**src/rtl/filter_pipe.sv**
```systemverilog
// filter_pipe: chain of STAGES registered shift/parity stages with a valid/ready
// handshake on both sides and an occupancy counter.
// Each stage shifts its data left by one, taking the incoming parity as the new
// LSB and emitting the old MSB as the new parity. The net effect is a rotate-left
// by STAGES of the word {data, parity}.
// Optional feature: define FILTER_PIPE_FLUSH_EN to add the io_flush port, which
// drops every in-flight beat on the next clock edge.

module filter_pipe #(
  parameter int unsigned DATA_WIDTH = 16,
  parameter int unsigned STAGES     = 2
) (
  input  logic                           clk,
  input  logic                           reset,
  input  logic [DATA_WIDTH-1:0]          io_x_data,
  input  logic                           io_x_parity,
  input  logic                           io_x_valid,
  output logic                           io_x_ready,
  output logic [DATA_WIDTH-1:0]          io_y_data,
  output logic                           io_y_parity,
  output logic                           io_y_valid,
  input  logic                           io_y_ready,
`ifdef FILTER_PIPE_FLUSH_EN
  input  logic                           io_flush,
`endif
  output logic [$clog2(STAGES+1)-1:0]    io_count
);

  localparam int unsigned CountW = $clog2(STAGES + 1);

  // Per-stage state
  logic [DATA_WIDTH-1:0] data_q   [STAGES];
  logic [DATA_WIDTH-1:0] data_d   [STAGES];
  logic [STAGES-1:0]     parity_q, parity_d;
  logic [STAGES-1:0]     valid_q,  valid_d;

  // Per-stage load sources: stage 0 reads the input port, stage i reads stage i-1
  logic [DATA_WIDTH-1:0] src_data [STAGES];
  logic [STAGES-1:0]     src_parity;
  logic [STAGES-1:0]     src_valid;

  logic [STAGES-1:0]     ready;
  logic                  ready_acc;
  logic [CountW-1:0]     count_q, count_d;
  logic                  flush;
  logic                  in_fire;
  logic                  out_fire;

`ifdef FILTER_PIPE_FLUSH_EN
  assign flush = io_flush;
`else
  assign flush = 1'b0;
`endif

  // Ready chain: a stage can load if it is empty or everything downstream moves.
  // Built as a running OR from the output end to avoid a self-referencing vector.
  always_comb begin
    ready_acc = io_y_ready;
    ready     = '0;
    for (int i = int'(STAGES) - 1; i >= 0; i--) begin
      ready_acc = ready_acc | ~valid_q[i];
      ready[i]  = ready_acc;
    end
  end

  // Handshake outputs; flush masks both sides so no transfer can occur.
  always_comb begin
    io_x_ready  = ready[0] & ~flush;
    io_y_valid  = valid_q[STAGES-1] & ~flush;
    io_y_data   = data_q[STAGES-1];
    io_y_parity = parity_q[STAGES-1];
    io_count    = count_q;
    in_fire     = io_x_valid & io_x_ready;
    out_fire    = io_y_valid & io_y_ready;
  end

  // Load sources for every stage.
  always_comb begin
    src_data[0]   = io_x_data;
    src_parity[0] = io_x_parity;
    src_valid[0]  = io_x_valid & ~flush;
    for (int i = 1; i < int'(STAGES); i++) begin
      src_data[i]   = data_q[i-1];
      src_parity[i] = parity_q[i-1];
      src_valid[i]  = valid_q[i-1];
    end
  end

  // Stage next-state: hold unless ready; apply the shift/parity transform on load.
  always_comb begin
    for (int i = 0; i < int'(STAGES); i++) begin
      valid_d[i]  = valid_q[i];
      data_d[i]   = data_q[i];
      parity_d[i] = parity_q[i];
      if (ready[i]) begin
        valid_d[i] = src_valid[i];
        // Data only moves with a valid beat so bubbles do not toggle the datapath
        if (src_valid[i]) begin
          data_d[i]   = {src_data[i][DATA_WIDTH-2:0], src_parity[i]};
          parity_d[i] = src_data[i][DATA_WIDTH-1];
        end
      end
      if (flush) begin
        valid_d[i] = 1'b0;
      end
    end
  end

  // Occupancy: tracks the number of valid stages; simultaneous in/out cancel.
  always_comb begin
    count_d = count_q;
    if (flush) begin
      count_d = '0;
    end else if (in_fire && !out_fire) begin
      count_d = count_q + CountW'(1);
    end else if (out_fire && !in_fire) begin
      count_d = count_q - CountW'(1);
    end
  end

  // State registers with asynchronous active-high reset.
  always_ff @(posedge clk or posedge reset) begin
    if (reset) begin
      for (int i = 0; i < int'(STAGES); i++) begin
        data_q[i] <= '0;
      end
      parity_q <= '0;
      valid_q  <= '0;
      count_q  <= '0;
    end else begin
      for (int i = 0; i < int'(STAGES); i++) begin
        data_q[i] <= data_d[i];
      end
      parity_q <= parity_d;
      valid_q  <= valid_d;
      count_q  <= count_d;
    end
  end

endmodule

```
**config.mk**
```make
export PLATFORM = sky130hd
export DESIGN_NAME = filter_pipe
export DESIGN_NICKNAME = d
export VERILOG_FILES = /design/src/rtl/filter_pipe.sv
export SDC_FILE = /design/constraint.sdc
export NUM_CORES = 1
export LEC_CHECK = 0
export CORE_MARGIN = 5
export CORE_UTILIZATION = 43
export DETAILED_ROUTE_END_ITERATION = 8
export GPL_TIMING_DRIVEN = 0
export PLACE_DENSITY = 0.84
export SYNTH_ARGS = -nofsm -noshare
export SYNTH_HDL_FRONTEND = slang
export SYNTH_SLANG_ARGS = --single-unit
```
**constraint.sdc**
```tcl
create_clock -name clk -period 1.5 [get_ports clk]
set_clock_uncertainty 0.2 [all_clocks]
set_input_delay 0.3 -clock clk [delete_from_list [all_inputs] [get_ports clk]]
set_output_delay 0.3 -clock clk [all_outputs]
set_load 0.005 [all_outputs]
```
# ---- Word-level counts from Yosys, hierarchy flattened
# Index checks and enable logic that the tools add are counted.
# W data, S select, Z words.
dict set report totals {
  output_inout_bits 21
  input_bits 21
  elab_cells 24
  ff_bits 38
}
dict set report op_classes {
  bitwise_logic 6
  add_sub_neg 2
  muxes 2
  reduce_logical 7
}
# op n
set ops {}
lappend ops {{$mux W2} 2}
lappend ops {{$reduce_and A2 Y1} 2}
lappend ops {{$add A2 B1 Y2 const B} 1}
lappend ops {{$and A1 B1 Y1} 2}
lappend ops {{$logic_and A1 B1 Y1} 2}
lappend ops {{$logic_not A1 Y1} 2}
lappend ops {{$not A1 Y1} 2}
lappend ops {{$or A1 B1 Y1} 2}
lappend ops {{$reduce_bool A2 Y1} 1}
lappend ops {{$sub A2 B1 Y2 const B} 1}

# ---- Logic depth before layout (Yosys ltp)
# Gate-level depths: netlist of run 1.
dict set report logic_depth {
  ltp_word 8
  mapped_depth 8
  ltp_nobuf 7
}

# ---- Worst setup path before layout of run 1
# No wires, ideal clock.
dict set report synth_path {
  kind {register -> register}
  startpoint {register valid_q[1]}
  endpoint {register count_q[1], in the netlist io_count[1]}
  stages_incl_launch_ff 8
  path_slack_ns -0.205
  synth_period_minus_slack_ns 1.705
  setup_time_ns 0.079
  arrival_time_ns 1.426
  t_required_ns 1.221
  path_cell_list {dfrtp_1 -> nand3b_4 -> nand2_8 -> buf_12 -> inv_1 -> ha_1 -> nor2_1 -> xor2_1}
}
dict set report synth_between {
  elab_chain_len 7
  elab_cells_between_ends 11
  classes_between {mux (1); bitwise (5); reduce/logical (5)}
}
# element line
set synth_lines {}
lappend synth_lines {{start, declared} 35} ;# logic [STAGES-1:0] valid_q, valid_d;
lappend synth_lines {{start signal, assigned} 135} ;# valid_q <= valid_d;
lappend synth_lines {{$not A1 Y1 (*)} 61} ;# ready_acc = ready_acc | ~valid_q[i];
lappend synth_lines {{$or A1 B1 Y1 (*) (2 in series)} 61}
lappend synth_lines {{net io_x_ready} 18} ;# output logic io_x_ready,
lappend synth_lines {{$and A1 B1 Y1 (*)} 73} ;# in_fire = io_x_valid & io_x_ready;
lappend synth_lines {{net in_fire} 46} ;# logic in_fire;
lappend synth_lines {{$logic_not A1 Y1} 116} ;# end else if (out_fire && !in_fire) begin
lappend synth_lines {{$logic_and A1 B1 Y1} 116}
lappend synth_lines {{$reduce_bool A2 Y1 (no source line)} --}
lappend synth_lines {{end signal, assigned} 136} ;# count_q <= count_d;
lappend synth_lines {{end, declared} 44} ;# logic [CountW-1:0] count_q, count_d;
# The timed path passes the listed nets; every way through them passes the cells marked *.
# A chain may end at the register's enable or synchronous reset.

# ---- Worst setup path in the final report of run 1
dict set report layout_path {
  startpoint {register valid_q[1]}
  endpoint {register data_q[20] (netlist name)}
}
dict set report layout_between {
  elab_chain_len 4
}
# element line
set layout_lines {}
lappend layout_lines {{$not A1 Y1} 61}
lappend layout_lines {{$or A1 B1 Y1 (2 in series)} 61}
lappend layout_lines {{$reduce_and A2 Y1 (no source line)} --}
lappend layout_lines {{end signal, assigned by index} 132} ;# data_q[i] <= data_d[i];
lappend layout_lines {{end, declared} 32} ;# logic [DATA_WIDTH-1:0] data_q [STAGES];
# Every way passes these cells.

==> run summary, run 1 <==
The number of hold violations in the final report was 0. After the last flow step, the layout net total stands at between 150 and 200. Cells with a size suffix above 1 make up between 60% and 70% of the layout. The HPWL reported at the end of detailed placement came out at around 2100 um. The tightest slew margin relative to the limit is 46.7%. The number of slew-limit violations in the final report came to 0. Sequential cells burn between 30% and 40% of the power. Buffers inserted during clock tree synthesis total 5. The tree built by TritonCTS fans out to 38 sinks. The post-synthesis compound-gate area fraction came out at 0%. No sink is reached through more buffers than the 2 on the longest clock path. The number of buffers inserted by port buffering came out at 41. The worst ir drop on vdd came out at around 700 uV. The later pin in the worst-skew pair is clocked with a latency of about 0.28 ns. Global routing used 14.7% of the available met1 tracks. The arrival time of data at the critical path endpoint came out at ~1.6 ns.

The number of antenna violations at the first check in global routing was 0. Summed over all cells, the static leakage comes to about 1.2 nW. The wire length of the first global-routing pass came out at 5350 um.

Dividing the detail-routed wire length by the instance count gives approximately 15 um. Internal power comes to about 0.0027 W. The proportion of synthesized flip-flops having asynchronous set or reset is between 90% and 100%. The most instantiated library cell after synthesis is dfrtp_1. The number of inserted diodes is 0. The remaining antenna violation count after routing is 0.

The global routing stage identified its most utilized layer as met2. The count of H-tree levels built during CTS is 2. The average cell area after synthesis came out at between 15 and 20 sq um.

The dominant combinational cell family by area after synthesis is multiplexers. The shortest period the worst path allows came out at 1.59 ns. The fraction of power consumed by the clock network came out at 30.2%. The switching part of the total power came out at 22.8%.

The run finished, with violations left. The mux share of post-synthesis cell area is approximately 27%. The number of warning messages in the yosys log is 0. The met2 capacity usage during global routing is 24.9%.

Yosys mapped a number of flops with a built-in enable equal to 0. The non-filler instance count after layout came out at ~220. The number of vias in the routed layout came out at roughly 1,000. The net count after synthesis is roughly 130.

The part of the power in combinational logic is a little under a third. The initial cell density of the core came out at ~45%. The predominant post-synthesis flop cell is dfrtp_1.

The post-synthesis instance area is approximately 1700 sq um. The max capacitance violation total came out at 0. Setup repair after global routing could not meet its margin everywhere. Counting every instance in the synthesized netlist gives roughly 100. The number of distinct standard cells referenced by the synthesized netlist came out at 18. The via density per instance is around 4.5. CTS placed an instance of clkbuf_8 at the clock tree root. The number of global-route vias before repair came out at between 1,000 and 1,500. The simple-gate area share of the yosys netlist is about 4.8%. By area the synthesized netlist is led by dfrtp_1 (56%), mux2_4 (17%), mux2_2 (10%). The sort of element at the end of the critical path is a flop. The required time of the critical path came out at approximately 1.5 ns. The count of hold-fix buffers inserted at cts came out at 0. The instance count after placement with tap cells included came out at approximately 190. The worst-case setup margin in the final layout is -0.0892 ns. The biggest area contributor in the post-synthesis netlist is dfrtp_1. For the pin with the worst max-slew slack, the measured transition is between 0.7 and 0.8 ns. Of all nets on the critical path, the largest fanout is 7. The area of the die came out at approximately 5300 sq um. The total wire length after detailed routing is 3350 um.

The power consumption is 0.00349 W. The residual overflow from global routing is 0. After Yosys synthesis, full adders, half adders and majority gates account for less than 1% of the synthesized area. The final reports fail on setup timing.

Of the total synthesized cell area, the portion taken by XOR and XNOR cells is under 10%. In this run, the number of DRC markers left after iteration 0 of detailed routing was 48. Of the synthesized area, sequential elements account for a little under three fifths.

The I/O pin count is between 40 and 50. The pre-CTS setup slack is -0.658 ns. The synthesized design contains 38 register bits. Static timing analysis puts the maximum clock frequency at 0.629 GHz. The classification of the worst-slack hold path is reg2reg.

The area share of the largest cell type after synthesis is between 50 and 60%. STA classifies the critical path startpoint as a flop. The layout filler cell count is between 200 and 300.

The die extent in y came out at 72.6 um. Power spread over the standard cell area amounts to between 1000 and 1500 nW/um^2. The clock-pin slew on the worst setup and hold paths is 0.07 ns. The instance count along the most critical hold path is 1.

TritonCTS built the clock tree. The final weighted congestion in routability-driven placement is around 0.70. The die width came out at slightly above 70 um. The worst register-to-register path has a depth of 6.

The period utilization is 106%. The site row count is 22. The area of the placeable core is between 3000 and 4000 sq um. The met3 capacity usage during global routing is under 10%. Setup violations remaining at the end of the flow were counted as 11.

From synthesis to final layout, the design area changed by 47.0%. For this run, design rule violations remaining after detail routing come to 0. The first detailed-routing pass ran for 3 iterations. The largest net degree at the start of global routing is 39. The analysis attributes to net switching a power of roughly 0.00080 W.

By count the netlist is led by dfrtp_1 (38), mux2_4 (19), buf_4 (16). The total routing usage reported by global routing came out at 13.6%. The critical path in this run is classified as reg2reg.
==> routing by layer <==
| layer | wire, um | share of wire [%] | up-vias |
|---|---|---|---|
| li1 | - | - | 471 |
| met1 | 1290 | 38 | 496 |
| met2 | 1820 | 54 | 31 |
| met3 | 181 | 5.4 | 5 |
| met4 | 63 | 1.9 | 0 |
| met5 | 0 | 0 | - |
==> registers in the layout, summed over array words and instances (netlist names) <==
| register | count |
|---|---|
| valid_q | 2 |
| parity_q | 2 |
| io_y_data | 16 |
| io_count | 2 |
| data_q | 16 |
==> layout make-up <==
| cell class | instances | area [sq um] | area share, % |
|---|---|---|---|
| sequential | 38 | 952 | 38.5 |
| multi-input combinational | 46 | 611 | 24.7 |
| timing repair buffer | 61 | 532 | 21.5 |
| buffer | 18 | 164 | 6.62 |
| clock buffer | 6 | 82.6 | 3.34 |
| clock inverter | 2 | 60.1 | 2.43 |
| tap | 48 | 60.1 | 2.43 |
| inverter | 2 | 13.8 | 0.556 |
==> cell usage in the layout (no fill, tap or decap) <==
| cell | instances |
|---|---|
| buf_12 | 5 |
| buf_16 | 1 |
| buf_2 | 4 |
| buf_4 | 30 |
| buf_6 | 3 |
| bufinv_16 | 2 |
| clkbuf_2 | 13 |
| clkbuf_8 | 6 |
| clkdlybuf4s50_1 | 18 |
| clkinvlp_4 | 1 |
| dfrtp_1 | 37 |
| dfrtp_2 | 1 |
| dlygate4sd2_1 | 5 |
| ha_4 | 1 |
| inv_4 | 1 |
| mux2_2 | 13 |
| mux2_4 | 21 |
| nand2_2 | 1 |
| nand2_8 | 2 |
| nand2b_1 | 1 |
| nand2b_4 | 1 |
| nand3b_4 | 1 |
| nor2_1 | 1 |
| or2b_1 | 1 |
| xnor2_1 | 1 |
| xor2_1 | 2 |
==> worst max-delay path, cell delays in order (launching register included) <==
cell,delay (ns)
dfrtp_2,0.44
nand3b_4,0.12
nand2_8,0.06
buf_12,0.13
buf_12,0.11
buf_12,0.13
mux2_4,0.29
==> stage by stage <==
| stage | area, sq um | TNS, ns | hold WS [ns] | utilization (%) |
|---|---|---|---|---|
| 2_1_floorplan | 1700 | -0.141 | 0.203 | - |
| 3_3_place_gp | 2170 | -34.76 | 0.252 | 58.4 |
| 3_5_place_dp | 2170 | -39.14 | 0.255 | 58.4 |
| 4_1_cts | 2470 | -0.165 | 0.266 | 66.6 |
| 5_1_grt | 2470 | -1.50 | 0.280 | 66.6 |
| 6_report | 2470 | -0.867 | 0.261 | 66.6 |
==> power by group through the flow <==
stage | Clock, W | Combinational [W] | Sequential [W]
4_1_cts | 0.00108 | 0.00106 | 0.00137
2_1_floorplan | 0 | 0.000561 | 0.00137
3_5_place_dp | 0 | 0.000983 | 0.00140
6_report | 0.00106 | 0.00106 | 0.00137
5_1_grt | 0.00112 | 0.00115 | 0.00140
3_3_place_gp | 0 | 0.000957 | 0.00138
==> worst paths after layout <==
check	from	endpoint	slack, ns
max	valid_q[1]	data_q[20]	-0.09
min	io_count[1]	io_count[1]	0.26
max reg2reg	valid_q[1]	data_q[20]	-0.09
min reg2reg	io_count[1]	io_count[1]	0.26
max in group asynchronous	reset	valid_q[1]	0.32
min in group asynchronous	reset	data_q[31]	0.31
==> cell families after synthesis <==
group,after synthesis
adder cells (fa/ha/maj),1
buffers and inverters,20
AND/OR/NAND/NOR,8
flip-flops,38
XOR/XNOR,3
multiplexers,34
==> what timing repair did <==
| action | 4_1_cts | 5_1_grt |
|---|---|---|
| endpoints found under the setup margin | 83 | 50 |
| pin swaps | 4 | 6 |
| buffers inserted | 15 | 6 |
| resized for setup | 61 | 19 |
| gates cloned | 1 | 0 |
(Power assumes the default switching activity.)
==> inputs of run 2 (changes only) <==
--- a/config.mk
+++ b/config.mk
@@ -5,11 +5,14 @@
 export SDC_FILE = /design/constraint.sdc
 export NUM_CORES = 1
 export LEC_CHECK = 0
+export ABC_AREA = 1
 export CORE_MARGIN = 5
-export CORE_UTILIZATION = 43
+export CORE_UTILIZATION = 44
 export DETAILED_ROUTE_END_ITERATION = 8
 export GPL_TIMING_DRIVEN = 0
-export PLACE_DENSITY = 0.84
+export PLACE_DENSITY = 0.85
+export SETUP_SLACK_MARGIN = 0.5
 export SYNTH_ARGS = -nofsm -noshare
 export SYNTH_HDL_FRONTEND = slang
 export SYNTH_SLANG_ARGS = --single-unit
+export TNS_END_PERCENT = 10
==> run 2 against run 1 <==
  * The flow finishes with violations (hold timing, setup timing)
  * Register-to-register slack worse by 0.04 ns
  * Count of clock-buffer cells in the layout up 2
  * First-iteration DRC count up 120%
  * Clock power down 23%
  * Power up 7.3%
  * Die area down 0.89%
  * Area after synthesis up 1.3%
  * Global-route usage up 2.9 points
  * Worst hold slack worse by 0.33 ns
  * Combinational power up 42%
==> run summary, run 2 <==
The violation count after the first detailed-routing iteration came out at 106 (+120%). The number of enable flip-flop cells after synthesis came out at 0 (unchanged). Clock tree synthesis selected as its root buffer the cell clkbuf_8. The largest fanout of any net on the critical path is 2 (-5). The average cell area after synthesis came out at 9.12 sq um (-44%). For this run, the leading register cell type out of synthesis is dfrtp_1. The worst-case clock buffer depth is 2 (unchanged).

The core utilization of the finished layout is 72.2% (+5.6 points). The number of antenna violations at the first check in global routing came out at 0 (unchanged). The area of the die was 5220 sq um (-0.89%). In the layout the commonest cells are nand2_1 (64), buf_6 (42), dfrtp_1 (37). The die width is 72.3 um (-0.45%). The largest net degree at the start of global routing is 39 (unchanged).

The wire length of the first global-routing pass is 6710 um (+25%). Leaving out fill and tap cells, the most frequent cell in the layout is nand2_1. The length of the first detailed-routing pass in iterations came out at 4 (+1). The total of flip-flops plus latches after synthesis came out at 38 (unchanged).

The final weighted congestion in routability-driven placement is 0.718 (+2.2%). The cell area power density came out at 1400 nW/um^2 (-0.96%). The slowest cell on the critical path is dfrtp_1. The post-synthesis cell count is 187 (+80%).

The required time of the critical path came out at 1.00 ns (-0.47 ns). The leakage power summed over all cells is 1.38 nW (+15%). The residual overflow from global routing is 0 (unchanged). The number of slew-limit violations in the final report is 0 (unchanged). The post-synthesis sequential area ratio is 55.8% (-0.70 points). Walking the worst path, the cells encountered are buf_6, nand3_4, buf_6, buf_6, buf_6. After synthesis, the cell types taking the most area are dfrtp_1 (56%), nand2_1 (17%), nand3_1 (10%). TritonCTS built the clock tree. The proportion of synthesized flip-flops having asynchronous set or reset was 100% (unchanged). The total routing usage reported by global routing is 16.5% (+2.9 points). The endpoint identified for the worst register-to-register timing path is io_count[1]. The number of warning messages in the yosys log is 0 (unchanged). The count of H-tree levels built during CTS is 2 (unchanged). Among all cell types in the netlist, the one instantiated most often is nand2_1. The area of the placeable core is 3720 sq um (unchanged).

The minimum hold slack came out at -0.0669 ns (-0.328 ns). The number of global-route vias before repair came to 1,488 (+30%). From synthesis to final layout, the design area changed by 57.2%. The actual transition at the worst max-transition pin came to 0.819 ns (+0.0208 ns). The clock sink count was 38 (unchanged). The max capacitance violation total came to 0 (unchanged). The post-detailed-route wirelength per cell is 14.3 um (-5.9%). The shortest period the worst path allows is 1.65 ns (+0.0600 ns). The final reports fail on hold timing, setup timing. In this design, the critical path's most frequently occurring cell is buf_6. The worst ir drop on vdd is 664 uV (-4.8%). The via density per instance was 4.88 (+7.6%). In this run the critical register-to-register path is launched from valid_q[0]. The site row count is 22 (unchanged). The largest area contributor in the synthesized netlist is dfrtp_1.

The worst setup slack for register-to-register paths is -0.13 ns (-0.04 ns). The tightest slew margin relative to the limit came out at 45.3% (-1.4 points). The total CTS buffers is 5 (unchanged). The arrival time of data at the critical path endpoint is 1.15 ns (-0.41 ns). The post-synthesis instance area came to 1710 sq um (+1.3%). The final number of setup-violating endpoints is 8 (-3). The count of hold-fix buffers inserted at cts was 0 (unchanged).

The worst-case setup margin in the final layout is -0.149 ns (-0.0600 ns). The net count after synthesis was 209 (+66%). The net count of the finished layout came to 278 (+43%). The die extent in y came to 72.3 um (-0.45%). In the synthesized netlist, the cells that appear most often are nand2_1 (75), dfrtp_1 (38), nand3_1 (34).

The clock-pin slew on the worst setup and hold paths is 0.07 ns (about the same). The worst hold path belongs to the class in2async. The area share of the largest cell type after synthesis came out at 55.8% (-0.70 points).

The number of distinct standard cells referenced by the synthesized netlist was 14 (-4). The I/O pin count is 42 (unchanged). The number of buffers inserted by port buffering came out at 40 (-2.4%).

The later-pin clock latency in the skew report is 0.29 ns (about the same). Setup repair after global routing could not meet its margin everywhere. The proportion of layout cells with a drive suffix above 1 came out at 39.7% (-22 points). STA classifies the critical path startpoint as a flop. The number of hold violations in the final report is 38 (+38). The total wire length after detailed routing is 4360 um (+30%). The number of inserted diodes is 0 (unchanged).

The number of vias in the routed layout is 1,489 (+48%). The worst setup path is captured at a primary output. The layout filler cell count is 259 (-3.0%). The remaining antenna violation count after routing was 0 (unchanged). The HPWL reported at the end of detailed placement came out at 2520 um (+18%).

The biggest cell delay along the critical path came out at 0.34 ns (-0.10 ns). The flow ran to the end, but the final reports show violations. The initial cell density of the core is 45.9% (+0.57 points). The setup path with the least slack is of type reg2out. The maximum frequency from static timing analysis came to 0.606 GHz (-3.6%).

The depth of the most critical reg-to-reg path came out at 12 (+6). The period utilization came out at 110% (+4.0 points). The post-route DRC violation count came to 0 (unchanged).
-- run 2: cell types whose count changed after synthesis, moves of 3 or more --
cell and delta:
buf_2 +4, buf_6 +3, inv_1 +5, mux2_2 -15
mux2_4 -19, nand2_1 +74, nand3_1 +34
-- run 2: kinds of logic after synthesis --
kind of cell / count (synthesis) / share of synthesized area [%]
xor+xnor: 1 / 0.514
fa+ha+maj: 1 / 0.734
buf+inv: 32 / 12.8
flops: 38 / 55.8
simple gates: 115 / 30.2
-- run 2: layout make-up --
type,count,area (sq um),area share (%)
Sequential cell,38,952,35.5
Timing Repair Buffer,62,626,23.3
Buffer,25,277,10.3
Multi-Input combinational cell,117,622,23.2
Tap cell,48,60.1,2.24
Inverter,7,35.0,1.31
Clock buffer,8,110,4.11
-- run 2: per-stage QoR --
step / setup slack, ns / instance area, sq um / instances / setup TNS, ns / total power (W)
final: -0.149 / 2680 / 305 / -0.366 / 0.00374
after global routing: -0.206 / 2680 / 305 / -0.746 / 0.00396
after CTS: -0.134 / 2560 / 300 / -0.235 / 0.00364
after detailed placement: -0.770 / 2190 / 275 / -8.79 / 0.00253
after global placement: -0.756 / 2190 / 275 / -8.01 / 0.00248
after floorplan: -0.0560 / 1730 / 187 / -0.0560 / 0.00200
-- run 2: worst max path at each step --
stage	from	end	slack [ns]	cells after the start
CTS	valid_q[0]	io_x_ready	-0.13	5
finish	valid_q[0]	io_x_ready	-0.15	5
floorplan	valid_q[0]	io_count[1]	-0.06	10
global route	valid_q[0]	io_count[1]	-0.21	12
global placement	io_y_ready	io_x_ready	-0.76	6
detailed placement	io_y_ready	io_x_ready	-0.77	6
-- run 2: per-layer routing --
layer | up-vias | global-route usage, % | wire, um
li1 | 716 | - | -
met1 | 723 | 18.2 | 1620
met2 | 40 | 30.4 | 2380
met3 | 10 | 4.16 | 261
met4 | 0 | 5.85 | 91
met5 | - | 0 | 0
-- run 2: critical path: cells and delay by family, from the launching register on --
family	cells	cell delay, ns
buf+inv	4	0.44
simple gates	1	0.07
flops	1	0.34
-- run 2: where the power goes --
part	leakage, nW	switching, W	total, W	internal [W]
Clock	0.0575	0.000351	0.000814	0.000464
Combinational	0.857	0.000573	0.00150	0.000931
Sequential	0.468	0.000162	0.00143	0.00126
-- run 2: what timing repair did --
action,CTS,global route
buffers inserted,17,4
pin swaps,4,10
endpoints found under the hold margin,0,2
gates resized for setup,112,29
endpoints found under the setup margin,97,97
gates cloned,0,1
==> inputs of run 3 (changes only) <==
--- a/config.mk
+++ b/config.mk
@@ -11,6 +11,7 @@
 export DETAILED_ROUTE_END_ITERATION = 8
 export GPL_TIMING_DRIVEN = 0
 export PLACE_DENSITY = 0.85
+export RECOVER_POWER = 100
 export SETUP_SLACK_MARGIN = 0.5
 export SYNTH_ARGS = -nofsm -noshare
 export SYNTH_HDL_FRONTEND = slang
==> run 3 against run 2 <==
  * The run still ends with hold timing, setup timing left
  * Maximum frequency about the same
  * Global-route usage unchanged
  * Sequential power about the same
  * Die area unchanged
  * Wire length about the same
  * Utilization decreased by 0.20 points
  * Clock power about the same
  * Critical endpoint unchanged
  * Largest power group unchanged
  * Highest routed layer unchanged
==> run summary, run 3 (synthesized netlist as in run 2, its figures left out) <==
The worst ir drop on vdd is 664 uV (about the same). met2 is the most crowded layer. The layout filler cell count is 261 (+0.77%). TritonCTS built the clock tree. The core utilization of the finished layout was 72.0% (-0.20 points). The largest net degree at the start of global routing is 39 (unchanged).

The area of the die came out at 5220 sq um (unchanged). The largest fanout of any net on the critical path is 2 (unchanged). The number of buffers inserted by port buffering is 40 (unchanged). The arrival time of data at the critical path endpoint came out at 1.15 ns (about the same). The max capacitance violation total is 0 (unchanged). The later-pin clock latency in the skew report came out at 0.29 ns (about the same).

The remaining antenna violation count after routing was 0 (unchanged). The clock-pin slew on the worst setup and hold paths is 0.07 ns (about the same). The clock sink count was 38 (unchanged). The post-route DRC violation count came out at 0 (unchanged). In this run the critical register-to-register path is captured at io_count[1]. The cell area power density is 1400 nW/um^2 (+0.22%).

The initial cell density of the core came to 45.9% (unchanged). The period utilization is 110% (about the same). The HPWL reported at the end of detailed placement is 2520 um (unchanged).

The number of inserted diodes was 0 (unchanged). The required time of the critical path is 1.00 ns (about the same). The number of vias in the routed layout came to 1,488 (-0.067%). The number of hold violations in the final report came out at 38 (unchanged).

The number of global-route vias before repair was 1,488 (unchanged). The worst setup path is of the reg2out kind. The number of slew-limit violations in the final report came out at 0 (unchanged). The via density per instance is 4.88 (about the same). The clock tree root buffer cell is clkbuf_8.

The fraction of met1 tracks used by global routing is 18.2% (unchanged). The fraction of power consumed by the clock network was 21.8% (about the same). The final reports fail on hold timing, setup timing. The part of the power in combinational logic is 40.1% (about the same). The leakage power summed over all cells came out at 1.38 nW (-0.35%).

The depth of the most critical reg-to-reg path was 12 (unchanged). The worst setup path is launched from a flop. The minimum hold slack was -0.0516 ns (+0.0153 ns). The die extent in y came out at 72.3 um (unchanged). The wire length of the first global-routing pass is 6710 um (unchanged). The residual overflow from global routing came to 0 (unchanged).

Setup repair after global routing could not meet its margin everywhere. The site row count came out at 22 (unchanged). The worst hold path belongs to the class in2async.

The total CTS buffers is 5 (unchanged). The worst setup path is captured at a primary output. From synthesis to final layout, the design area changed by 56.8%.

The sequential share of power is 38.1% (about the same). The count of H-tree levels built during CTS is 2 (unchanged). The worst-case clock buffer depth is 2 (unchanged). The violation count after the first detailed-routing iteration came out at 106 (unchanged).

The count of hold-fix buffers inserted at cts came out at 0 (unchanged). The startpoint identified for the worst register-to-register timing path is valid_q[0]. The internal power component was 0.00266 W (about the same). In the layout the commonest cells are nand2_1 (64), buf_6 (41), dfrtp_1 (37). The flow ran to the end, but the final reports show violations. The die width came to 72.3 um (unchanged).

The proportion of layout cells with a drive suffix above 1 is 39.3% (-0.39 points). The net switching power of the design is 0.00109 W (about the same). The I/O pin count came out at 42 (unchanged). The switching part of the total power is 29.0% (about the same). The length of the first detailed-routing pass in iterations is 4 (unchanged). The area of the placeable core came out at 3720 sq um (unchanged).

The net count of the finished layout came to 278 (unchanged). The total routing usage reported by global routing came out at 16.5% (unchanged). The final number of setup-violating endpoints came out at 8 (unchanged). The tightest slew margin relative to the limit came to 45.1% (-0.16 points). The worst setup slack for register-to-register paths is -0.13 ns (about the same). The number of antenna violations at the first check in global routing is 0 (unchanged). The met2 capacity usage during global routing came to 30.4% (unchanged).

The maximum frequency from static timing analysis came out at 0.606 GHz (about the same). The actual transition at the worst max-transition pin came out at 0.821 ns (+0.00232 ns). The shortest period the worst path allows is 1.65 ns (-0.0000170 ns). The total wire length after detailed routing came out at 4350 um (about the same). The worst-case setup margin in the final layout was -0.149 ns (+0.0000170 ns). The final weighted congestion in routability-driven placement is 0.718 (unchanged).

The post-detailed-route wirelength per cell came out at 14.3 um (about the same). The met3 capacity usage during global routing is 4.16% (unchanged). The leading cell type in the layout, fill and taps excluded is nand2_1.
-- run 3: cell types whose count changed in the layout (fill, tap and decap cells not counted) --
cell      previous run  this run
buf_6               42        41
clkbuf_1             0         1
-- run 3: worst max-delay path by stage --
| stage | startpoint | endpoint | slack (ns) | cells after the start |
|---|---|---|---|---|
| 2_1_floorplan | valid_q[0] | io_count[1] | -0.06 | 10 |
| 3_3_place_gp | io_y_ready | io_x_ready | -0.76 | 6 |
| 3_5_place_dp | io_y_ready | io_x_ready | -0.77 | 6 |
| 4_1_cts | valid_q[0] | io_x_ready | -0.13 | 5 |
| 5_1_grt | valid_q[0] | io_count[1] | -0.21 | 12 |
| 6_report | valid_q[0] | io_x_ready | -0.15 | 5 |
-- run 3: metrics by stage --
step,std cells,setup slack (ns),power [W],area (sq um),TNS (ns)
after detailed placement,275,-0.770,0.00253,2190,-8.79
final,305,-0.149,0.00374,2670,-0.366
after global placement,275,-0.756,0.00248,2190,-8.01
after floorplan,187,-0.0560,0.00200,1730,-0.0560
after CTS,300,-0.134,0.00364,2560,-0.235
after global routing,305,-0.206,0.00395,2670,-0.746
-- run 3: worst max-delay path, stage by stage (launching register included) --
cell     delay (ns)
dfrtp_1        0.34
buf_6          0.10
nand3_4        0.07
buf_6          0.13
buf_6          0.11
buf_6          0.10
-- run 3: power groups by stage --
stage	clock, W	combinational, W	sequential [W]
floorplan	0	0.000605	0.00140
global placement	0	0.00106	0.00142
detailed placement	0	0.00110	0.00143
CTS	0.000821	0.00141	0.00141
global route	0.000861	0.00164	0.00146
finish	0.000814	0.00150	0.00143
-- run 3: final cells by class --
cell class | count | area [sq um] | area share, %
Buffer | 25 | 277 | 10.3
Clock buffer | 8 | 110 | 4.12
Inverter | 7 | 35.0 | 1.31
Multi-Input combinational cell | 117 | 622 | 23.3
Sequential cell | 38 | 952 | 35.6
Tap cell | 48 | 60.1 | 2.25
Timing Repair Buffer | 62 | 618 | 23.1
-- run 3: per-layer routing --
metal  wire (um)  part of all wire, %
met5           0                    0
met4          91                  2.1
met3         253                  5.8
met2        2380                   55
met1        1630                   37
-- run 3: timing repair --
item	4_1_cts	5_1_grt
resized for setup	112	29
setup buffers	17	4
endpoints found under the hold margin	0	2
pin swaps	4	10
cloned	0	1
endpoints found under the setup margin	97	97
